File: src/rtl/riscv_pkg.sv
// ============================================================================
// Module      : riscv_pkg
// Description : Shared RISC-V constants for the fetch slice (NOP, XLEN, opcodes).
// Revision    : 1.0 - initial release
// ============================================================================
`default_nettype none

package riscv_pkg;

    localparam int          XLEN     = 32;
    localparam logic [31:0] NOP_INST = 32'h00000013;

    localparam logic [6:0] OPC_LOAD   = 7'b0000011;
    localparam logic [6:0] OPC_STORE  = 7'b0100011;
    localparam logic [6:0] OPC_BRANCH = 7'b1100011;
    localparam logic [6:0] OPC_JAL    = 7'b1101111;
    localparam logic [6:0] OPC_JALR   = 7'b1100111;

endpackage

`default_nettype wire

File: src/rtl/fetch_unit_if.sv
// ============================================================================
// Module      : fetch_unit_if
// Description : Instruction-memory, redirect and decode handshakes of fetch.
// Revision    : 1.0 - initial release
// ============================================================================
`default_nettype none

interface fetch_unit_if #(
    parameter int XLEN = 32
);
    logic            imem_req_valid;
    logic            imem_req_ready;
    logic [XLEN-1:0] imem_req_addr;
    logic            imem_rsp_valid;
    logic [31:0]     imem_rsp_data;
    logic            redirect_valid;
    logic [XLEN-1:0] redirect_pc;
    logic            id_ready;
    logic            id_valid;
    logic [31:0]     id_inst;
    logic [XLEN-1:0] id_pc;

    modport master (
        output imem_req_valid, imem_req_addr, id_valid, id_inst, id_pc,
        input  imem_req_ready, imem_rsp_valid, imem_rsp_data,
        input  redirect_valid, redirect_pc, id_ready
    );

    modport slave (
        input  imem_req_valid, imem_req_addr, id_valid, id_inst, id_pc,
        output imem_req_ready, imem_rsp_valid, imem_rsp_data,
        output redirect_valid, redirect_pc, id_ready
    );
endinterface

`default_nettype wire

File: src/rtl/fetch_fifo.sv
// ============================================================================
// Module      : fetch_fifo
// Description : Synchronous FIFO with flush; occupancy from wrap-bit pointers.
// Revision    : 1.0 - initial release
// ============================================================================
`default_nettype none

module fetch_fifo #(
    parameter int DEPTH = 2,
    parameter int WIDTH = 64
) (
    input  wire logic                   clk,
    input  wire logic                   rst,
    input  wire logic                   i_flush,
    input  wire logic                   i_push,
    input  wire logic [WIDTH-1:0]       i_din,
    input  wire logic                   i_pop,
    output logic      [WIDTH-1:0]       o_dout,
    output logic      [$clog2(DEPTH):0] o_count,
    output logic                        o_full,
    output logic                        o_empty
);
    localparam int c_AW = $clog2(DEPTH);

    logic [WIDTH-1:0] r_mem [DEPTH];
    logic [c_AW:0]    r_wptr;
    logic [c_AW:0]    r_rptr;

    assign o_count = r_wptr - r_rptr;
    assign o_full  = (o_count == (c_AW+1)'(DEPTH));
    assign o_empty = (r_wptr == r_rptr);
    assign o_dout  = r_mem[r_rptr[c_AW-1:0]];

    always_ff @(posedge clk) begin
        if (!rst || i_flush) begin
            r_wptr <= '0;
            r_rptr <= '0;
        end else begin
            if (i_push) r_wptr <= r_wptr + (c_AW+1)'(1);
            if (i_pop)  r_rptr <= r_rptr + (c_AW+1)'(1);
        end
    end

    // Storage needs no reset: occupancy pointers gate every read.
    always_ff @(posedge clk) begin
        if (rst && !i_flush && i_push) r_mem[r_wptr[c_AW-1:0]] <= i_din;
    end
endmodule

`default_nettype wire

File: src/rtl/fetch_unit.sv
// ============================================================================
// Module      : fetch_unit
// Description : PC, credit-based imem requests, redirect drop and decode queue.
//               Optional counters enabled by macro FETCH_PERF_EN.
// Revision    : 1.0 - initial release
// ============================================================================
`default_nettype none

module fetch_unit
    import riscv_pkg::*;
#(
    parameter int              XLEN     = riscv_pkg::XLEN,
    parameter logic [XLEN-1:0] RESET_PC = '0,
    parameter int              QDEPTH   = 2
) (
    input  wire logic        clk,
    input  wire logic        rst,
    fetch_unit_if.master     bus
`ifdef FETCH_PERF_EN
    ,
    output logic [31:0]      perf_fetch_cnt,
    output logic [31:0]      perf_drop_cnt
`endif
);
    localparam int c_CW = $clog2(QDEPTH) + 1;

    logic [XLEN-1:0]    r_pc;
    logic [c_CW-1:0]    r_outstanding;
    logic [c_CW-1:0]    r_drop_cnt;
    logic [c_CW-1:0]    w_q_count;
    logic               w_q_full;
    logic               w_q_empty;
    logic [XLEN+31:0]   w_head;
    logic               w_credit;
    logic               w_req_valid;
    logic               w_req_fire;
    logic               w_rsp_dec;
    logic               w_rsp_drop;
    logic               w_push;
    logic               w_pop;
    logic [XLEN-1:0]    w_rsp_pc;

    assign w_credit    = ({1'b0, r_outstanding} + {1'b0, w_q_count}) < (c_CW+1)'(QDEPTH);
    assign w_req_valid = rst && !bus.redirect_valid && w_credit;
    assign w_req_fire  = w_req_valid && bus.imem_req_ready;
    assign w_rsp_dec   = bus.imem_rsp_valid && (r_outstanding != '0);
    assign w_rsp_drop  = bus.imem_rsp_valid && (bus.redirect_valid || r_drop_cnt != '0);
    assign w_push      = bus.imem_rsp_valid && !w_rsp_drop;
    assign w_pop       = !w_q_empty && bus.id_ready && !bus.redirect_valid;

    // With no drops pending, every outstanding request was issued in sequence
    // up to pc-4, so the oldest one (the one returning now) sits at pc-4*outstanding.
    assign w_rsp_pc = r_pc - (XLEN'(r_outstanding) << 2);

    always_ff @(posedge clk) begin
        if (!rst) begin
            r_pc          <= RESET_PC;
            r_outstanding <= '0;
            r_drop_cnt    <= '0;
        end else begin
            r_outstanding <= r_outstanding + c_CW'(w_req_fire) - c_CW'(w_rsp_dec);
            if (bus.redirect_valid) begin
                r_pc       <= bus.redirect_pc;
                r_drop_cnt <= r_outstanding - c_CW'(w_rsp_dec);
            end else begin
                if (w_req_fire) r_pc <= r_pc + XLEN'(4);
                if (bus.imem_rsp_valid && r_drop_cnt != '0) r_drop_cnt <= r_drop_cnt - c_CW'(1);
            end
        end
    end

    always_ff @(posedge clk) begin
        if (rst && !bus.redirect_valid) assert (!(w_push && w_q_full && !w_pop));
    end

    fetch_fifo #(
        .DEPTH (QDEPTH),
        .WIDTH (XLEN + 32)
    ) u_fifo (
        .clk     (clk),
        .rst     (rst),
        .i_flush (bus.redirect_valid),
        .i_push  (w_push),
        .i_din   ({bus.imem_rsp_data, w_rsp_pc}),
        .i_pop   (w_pop),
        .o_dout  (w_head),
        .o_count (w_q_count),
        .o_full  (w_q_full),
        .o_empty (w_q_empty)
    );

    assign bus.imem_req_valid = w_req_valid;
    assign bus.imem_req_addr  = r_pc;
    assign bus.id_valid       = !w_q_empty;
    assign bus.id_inst        = w_q_empty ? NOP_INST : w_head[XLEN+31:XLEN];
    assign bus.id_pc          = w_head[XLEN-1:0];

`ifdef FETCH_PERF_EN
    logic [31:0] r_perf_fetch;
    logic [31:0] r_perf_drop;
    logic [32:0] w_drop_sum;

    // Flushed entries and a dropped response can land in the same cycle.
    assign w_drop_sum = {1'b0, r_perf_drop}
                      + 33'(bus.redirect_valid ? w_q_count : '0)
                      + 33'(w_rsp_drop);

    always_ff @(posedge clk) begin
        if (!rst) begin
            r_perf_fetch <= '0;
            r_perf_drop  <= '0;
        end else begin
            if (w_pop && r_perf_fetch != '1) r_perf_fetch <= r_perf_fetch + 32'd1;
            r_perf_drop <= w_drop_sum[32] ? '1 : w_drop_sum[31:0];
        end
    end

    assign perf_fetch_cnt = r_perf_fetch;
    assign perf_drop_cnt  = r_perf_drop;
`endif
endmodule

`default_nettype wire

File: src/flat_wrapper.sv
// flat-port wrapper written by rule: the top's interface ports become plain ports
module fetch_unit_flat import riscv_pkg::*;
#(
    parameter int              XLEN     = riscv_pkg::XLEN,
    parameter logic [XLEN-1:0] RESET_PC = '0,
    parameter int              QDEPTH   = 2
)
  (clk, rst, bus_imem_req_valid, bus_imem_req_addr, bus_id_valid, bus_id_inst, bus_id_pc, bus_imem_req_ready, bus_imem_rsp_valid, bus_imem_rsp_data, bus_redirect_valid, bus_redirect_pc, bus_id_ready);
  fetch_unit_if #(.XLEN(XLEN)) bus_i ();
  input  wire logic clk;
  input  wire logic rst;
  output wire logic [$bits(bus_i.imem_req_valid)-1:0] bus_imem_req_valid;
  output wire logic [$bits(bus_i.imem_req_addr)-1:0] bus_imem_req_addr;
  output wire logic [$bits(bus_i.id_valid)-1:0] bus_id_valid;
  output wire logic [$bits(bus_i.id_inst)-1:0] bus_id_inst;
  output wire logic [$bits(bus_i.id_pc)-1:0] bus_id_pc;
  input wire logic [$bits(bus_i.imem_req_ready)-1:0] bus_imem_req_ready;
  input wire logic [$bits(bus_i.imem_rsp_valid)-1:0] bus_imem_rsp_valid;
  input wire logic [$bits(bus_i.imem_rsp_data)-1:0] bus_imem_rsp_data;
  input wire logic [$bits(bus_i.redirect_valid)-1:0] bus_redirect_valid;
  input wire logic [$bits(bus_i.redirect_pc)-1:0] bus_redirect_pc;
  input wire logic [$bits(bus_i.id_ready)-1:0] bus_id_ready;
  assign bus_imem_req_valid = bus_i.imem_req_valid;
  assign bus_imem_req_addr = bus_i.imem_req_addr;
  assign bus_id_valid = bus_i.id_valid;
  assign bus_id_inst = bus_i.id_inst;
  assign bus_id_pc = bus_i.id_pc;
  assign bus_i.imem_req_ready = bus_imem_req_ready;
  assign bus_i.imem_rsp_valid = bus_imem_rsp_valid;
  assign bus_i.imem_rsp_data = bus_imem_rsp_data;
  assign bus_i.redirect_valid = bus_redirect_valid;
  assign bus_i.redirect_pc = bus_redirect_pc;
  assign bus_i.id_ready = bus_id_ready;
  fetch_unit #(.XLEN(XLEN), .RESET_PC(RESET_PC), .QDEPTH(QDEPTH)) u_core (.clk(clk), .rst(rst), .bus(bus_i));
endmodule
File: config.mk
export PLATFORM = sky130hd
export DESIGN_NAME = fetch_unit_flat
export DESIGN_NICKNAME = d
export VERILOG_FILES = /design/src/rtl/riscv_pkg.sv /design/src/rtl/fetch_unit_if.sv /design/src/rtl/fetch_fifo.sv /design/src/rtl/fetch_unit.sv /design/src/flat_wrapper.sv
export SDC_FILE = /design/constraint.sdc
export NUM_CORES = 1
export LEC_CHECK = 0
export ABC_CLOCK_PERIOD_IN_PS = 21200
export CAP_MARGIN = 20
export CORE_MARGIN = 5
export CORE_UTILIZATION = 50
export DETAILED_ROUTE_END_ITERATION = 8
export GPL_TIMING_DRIVEN = 0
export HOLD_SLACK_MARGIN = 0.02
export PLACE_DENSITY = 0.79
export SLEW_MARGIN = 10
export SYNTH_ARGS = -nofsm -noshare
export SYNTH_HDL_FRONTEND = slang
export SYNTH_SLANG_ARGS = --single-unit
File: constraint.sdc
create_clock -name clk -period 21.2 [get_ports clk]
set_input_delay 3.18 -clock clk [delete_from_list [all_inputs] [get_ports clk]]
set_output_delay 3.18 -clock clk [all_outputs]
set_load 0.02 [all_outputs]
==> results of run 1 <==
## metal layers
metal  track usage (%)  vias up
met5                 0        -
met4             8.718        0
met3             4.525       37
met2             32.59      217
met1             26.16     2509
li1                  -     2579
## registers in the layout (all words and copies together), names as in the netlist, named ones only
name	cells
u_core.u_fifo.r_rptr	2
u_core.u_fifo.r_wptr	2
u_core.r_drop_cnt	2
u_core.u_fifo.r_mem	128
u_core.bus.imem_req_addr	32
u_core.r_outstanding	2
## area by class of cell
cell class | instances | area, um^2 | share of cell area (%)
sequential | 169 | 4664 | 46.02
multi-input combinational | 384 | 2680 | 26.44
timing repair buffer | 178 | 1759 | 17.36
clock buffer | 19 | 432.9 | 4.271
tap | 188 | 235.2 | 2.321
buffer | 40 | 177.7 | 1.753
clock inverter | 13 | 130.1 | 1.284
inverter | 15 | 56.30 | 0.5555
## critical path: stages
cell                              delay [ns]
sky130_fd_sc_hd__clkdlybuf4s50_1        0.56
sky130_fd_sc_hd__clkbuf_1               0.50
sky130_fd_sc_hd__nand2_1                0.36
sky130_fd_sc_hd__nor2_1                 0.18
sky130_fd_sc_hd__clkdlybuf4s50_1        0.61
## power by group through the flow
stage	sequential, mW	clock, mW	combinational (mW)
floorplan	0.401	0	0.0890
global placement	0.398	0	0.153
detailed placement	0.397	0	0.160
CTS	0.390	0.298	0.161
global route	0.392	0.314	0.176
finish	0.390	0.293	0.160
## cells in the final DEF, fill, tap and decap left out, types with 3 or more instances in the layout
| master | synthesis | routed |
|---|---|---|
| sky130_fd_sc_hd__and3_1 | 3 | 3 |
| sky130_fd_sc_hd__xor2_1 | 37 | 37 |
| sky130_fd_sc_hd__buf_4 | 3 | 13 |
| sky130_fd_sc_hd__clkbuf_16 | 0 | 17 |
| sky130_fd_sc_hd__clkinv_1 | 0 | 3 |
| sky130_fd_sc_hd__clkdlybuf4s50_1 | 0 | 166 |
| sky130_fd_sc_hd__o21ai_0 | 28 | 28 |
| sky130_fd_sc_hd__o211a_1 | 3 | 3 |
| sky130_fd_sc_hd__clkinv_4 | 0 | 3 |
| sky130_fd_sc_hd__buf_6 | 2 | 4 |
| sky130_fd_sc_hd__xnor2_1 | 24 | 24 |
| sky130_fd_sc_hd__nand3_1 | 16 | 16 |
| sky130_fd_sc_hd__buf_1 | 4 | 4 |
| sky130_fd_sc_hd__ha_1 | 7 | 7 |
| sky130_fd_sc_hd__and2_1 | 8 | 8 |
| sky130_fd_sc_hd__nand2_1 | 30 | 30 |
| sky130_fd_sc_hd__nor2_1 | 57 | 57 |
| sky130_fd_sc_hd__edfxtp_1 | 128 | 128 |
| sky130_fd_sc_hd__or3_1 | 4 | 4 |
| sky130_fd_sc_hd__nor3_1 | 19 | 17 |
| sky130_fd_sc_hd__dfxtp_1 | 41 | 41 |
| sky130_fd_sc_hd__nand4_1 | 14 | 14 |
| sky130_fd_sc_hd__inv_1 | 15 | 15 |
| sky130_fd_sc_hd__mux2_2 | 33 | 33 |
| sky130_fd_sc_hd__mux2i_1 | 36 | 36 |
| sky130_fd_sc_hd__and4_1 | 3 | 3 |
| sky130_fd_sc_hd__clkinvlp_4 | 0 | 3 |
| sky130_fd_sc_hd__a21oi_1 | 23 | 23 |
| sky130_fd_sc_hd__nand2b_1 | 6 | 6 |
| sky130_fd_sc_hd__clkbuf_1 | 30 | 32 |
| sky130_fd_sc_hd__nor4_1 | 8 | 8 |
## logic make-up after synthesis
logic type / Yosys count / synth area share [%]
AOI/OAI and AO/OA: 58 / 4.166
and+or+nand+nor: 186 / 12.48
xor gates and xnor gates: 62 / 7.274
muxes: 69 / 9.671
buffers and inverters: 55 / 3.091
adders and majority gates: 9 / 1.686
DFF: 169 / 61.63
## worst max path at each step
stage                        from  slack [ns]  cells past startpoint                          to
6_report                      rst       12.63                      5          bus_imem_req_valid
2_1_floorplan  bus_redirect_valid       12.38                      5   u_core.u_fifo.r_mem[0][0]
4_1_cts                       rst       12.61                      5          bus_imem_req_valid
3_3_place_gp                  rst        9.51                      4  u_core.u_fifo.r_mem[1][40]
3_5_place_dp                  rst       12.61                      5          bus_imem_req_valid
5_1_grt                       rst       12.45                      5          bus_imem_req_valid
==> impl_results.md, run 1 <==
- Outcome: finished, final reports clean
- Part of the total power dissipated in sequential elements: 46.3%
- Met3 routed WL: approximately 1.2 mm
- Cell area after layout: just over 0.01 mm^2
- Worst r2r dst: u_core.bus.imem_req_addr[27]
- WP data required: 18.02 ns
- Count of mapped cells out of synthesis: around 600
- Total track usage: between 20% and 30%
- Top cell type's share of synthesized area: 50.79%
- Data arrival time of the critical path: between 5 and 6 ns
- Net switching share of the total power: approximately a quarter
- Area added between synthesis and finish: 33.92%
- CTS tree: done
- Startpoint of the most critical hold path: u_core.bus.imem_req_addr[0]
- Num ports: 168
- Power Dens Cells: roughly 83 mW/mm^2
- Width of the chip: between 100 and 150 um
- Number of enable-type register cells in the synthesized netlist: 128
- Residual DRC count: 0
- Hold Fails Final Rpt: 0
- Worst vdd rail ir drop: 0.06477 mV
- Minimum hold slack: just over 0.5 ns
- Initial DRC count: about 260
- Final setup violation count: 0
- Core Util, Final: 67.42%
- Ant. Diodes: 0
- Final setup slack of the worst path: 12.63 ns
- Hold Crit Endpoint: u_core.u_fifo.r_mem[1][0]
- Root cell of the clock tree: sky130_fd_sc_hd__clkbuf_16
- Number of global-route vias before repair: approximately 5600
- Minimum setup slack after placement: about 13 ns
- Sequential share of the synthesized area: 61.63%
- Detailed-route vias per instance: about 5.3
- Number of clock buffers inserted by TritonCTS: 17
- Fraction of the cycle the final worst path needs: between 40% and 50%
- Depth of the worst register-to-register path: 9
- Depth of the worst hold-timing path: 0
- Headroom to the max-slew limit: 38.65%
- Sort of element at the end of the critical path: primary output
- Synth Net Count: 687
- Detailed-placement wirelength estimate: roughly 13 mm
- RSZ-0062 raised after global routing: no
- List of most frequent post-synthesis cells: sky130_fd_sc_hd__edfxtp_1, sky130_fd_sc_hd__nor2_1, sky130_fd_sc_hd__dfxtp_1
- Power share of the combinational group: a little under a fifth
- Count of different cell masters after synthesis: 44
- Worst Tran Pin Value: between 0.9 and 1 ns
- Post-cts gate resize count: 0
- CP startpoint kind: primary input
- Fin. max-slew vios: 0
- Total wirelength of the detailed-routed design: between 15 and 20 mm
- Pin count of the biggest net entering global routing: 17
- Number of routed nets with antenna violations: 0
- Post-route met1 wirelength: ~7.7 mm
- Clock network fraction of design power: 34.8%
- Global-route wire length before repair: between 20 and 30 mm
- Static leakage: 3.479 nW
- Crit Reg-Reg Startpoint: u_core.u_fifo.r_wptr[0]
- Max Used Layer: met4
- Post-Synthesis Mean Instance Area: approximately 12 um^2
- Net load switching power: roughly 220 uW
- Layout cell share with drive strength beyond 1: about a tenth
- Cts-stage hold buffer count: 0
- Total vias in the final route: about 5300
- Category of the critical setup timing path: in2out
- Placeable Area: 0.01503 mm^2
- Max Cap Violations: 0
- Post-Place Cells: 974
- Most frequently used flop master after synthesis: sky130_fd_sc_hd__edfxtp_1
- Placer congestion estimate: between 0.9 and 1
- Total iterations of the first detailed-routing run: 4
- Non-filler instance count after layout: 1006
- Top cells by area, synth: sky130_fd_sc_hd__edfxtp_1, sky130_fd_sc_hd__dfxtp_1, sky130_fd_sc_hd__mux2_2
- Fin crit period: approximately 8.6 ns
- Worst-Skew Late Latency: ~0.42 ns
- Post-layout net count: 884
- Async set-reset flop share out of synthesis: 0%
- Reg clk slew, reported paths: around 0.06 ns
- Antenna violations before repair: 0
- Average wire length per cell after detail routing: approximately 18 um
- Netlist Area Pre-Place: 0.007569 mm^2
- Number of input and output port buffers inserted: between 150 and 200
- Die area: roughly 0.018 mm^2
- Total negative setup slack: 0 ns
- Max Clock Skew: between 0.01 and 0.015 ns
- HP Class: reg2reg
- Max Root-Sink Buffers: 2
- Highest Clock Rate: 0.1166 GHz
- Maximum net fanout on the critical path: 10
- Design internal power: about 630 uW
- Total power: 843.5 uW
- Grt ovf: 0
- Number of standard-cell rows in the floorplan: 45
- Starting Density: 50.35%
- #FFs+latches synth: roughly 170
- Number of warning messages in the yosys log: 0
- Vertical die dimension: between 100 and 150 um
- Number of fillers in the final layout: 1114
- Area after detailed placement: 0.009573 mm^2
- Met2 wirelength from detailed routing: ~8.4 mm
- Number of sinks handled by clock tree synthesis: approximately 170
- Minimum setup slack among reg-to-reg paths: approximately 18 ns
- Cell type with the largest total area after synthesis: sky130_fd_sc_hd__edfxtp_1
- Maximum level of the CTS H-tree: 4
- Dominant cell by count in the synthesized netlist: sky130_fd_sc_hd__edfxtp_1
- # Post-CTS Setup Buffers: 0
(Power assumes the default switching activity.)
==> run 2, diff against run 1 <==
--- a/config.mk
+++ b/config.mk
@@ -5,7 +5,7 @@
 export SDC_FILE = /design/constraint.sdc
 export NUM_CORES = 1
 export LEC_CHECK = 0
-export ABC_CLOCK_PERIOD_IN_PS = 21200
+export ABC_CLOCK_PERIOD_IN_PS = 8090
 export CAP_MARGIN = 20
 export CORE_MARGIN = 5
 export CORE_UTILIZATION = 50
==> constraint.sdc (replaced) <==
create_clock -name clk -period 8.09 [get_ports clk]
set_input_delay 1.2135 -clock clk [delete_from_list [all_inputs] [get_ports clk]]
set_output_delay 1.2135 -clock clk [all_outputs]
set_load 0.02 [all_outputs]
==> results of run 2 <==
The final DEF is identical to that of run 1. Status: finished, final reports clean.
Among the figures that moved: setup slack after placement 12.61 ns -> 3.434 ns; setup slack after layout 12.63 ns -> 3.450 ns; register-to-register setup slack 17.75 ns -> 4.64 ns; total power 0.8435 mW -> 2.211 mW; worst IR drop on VDD 0.06477 mV -> 0.1697 mV
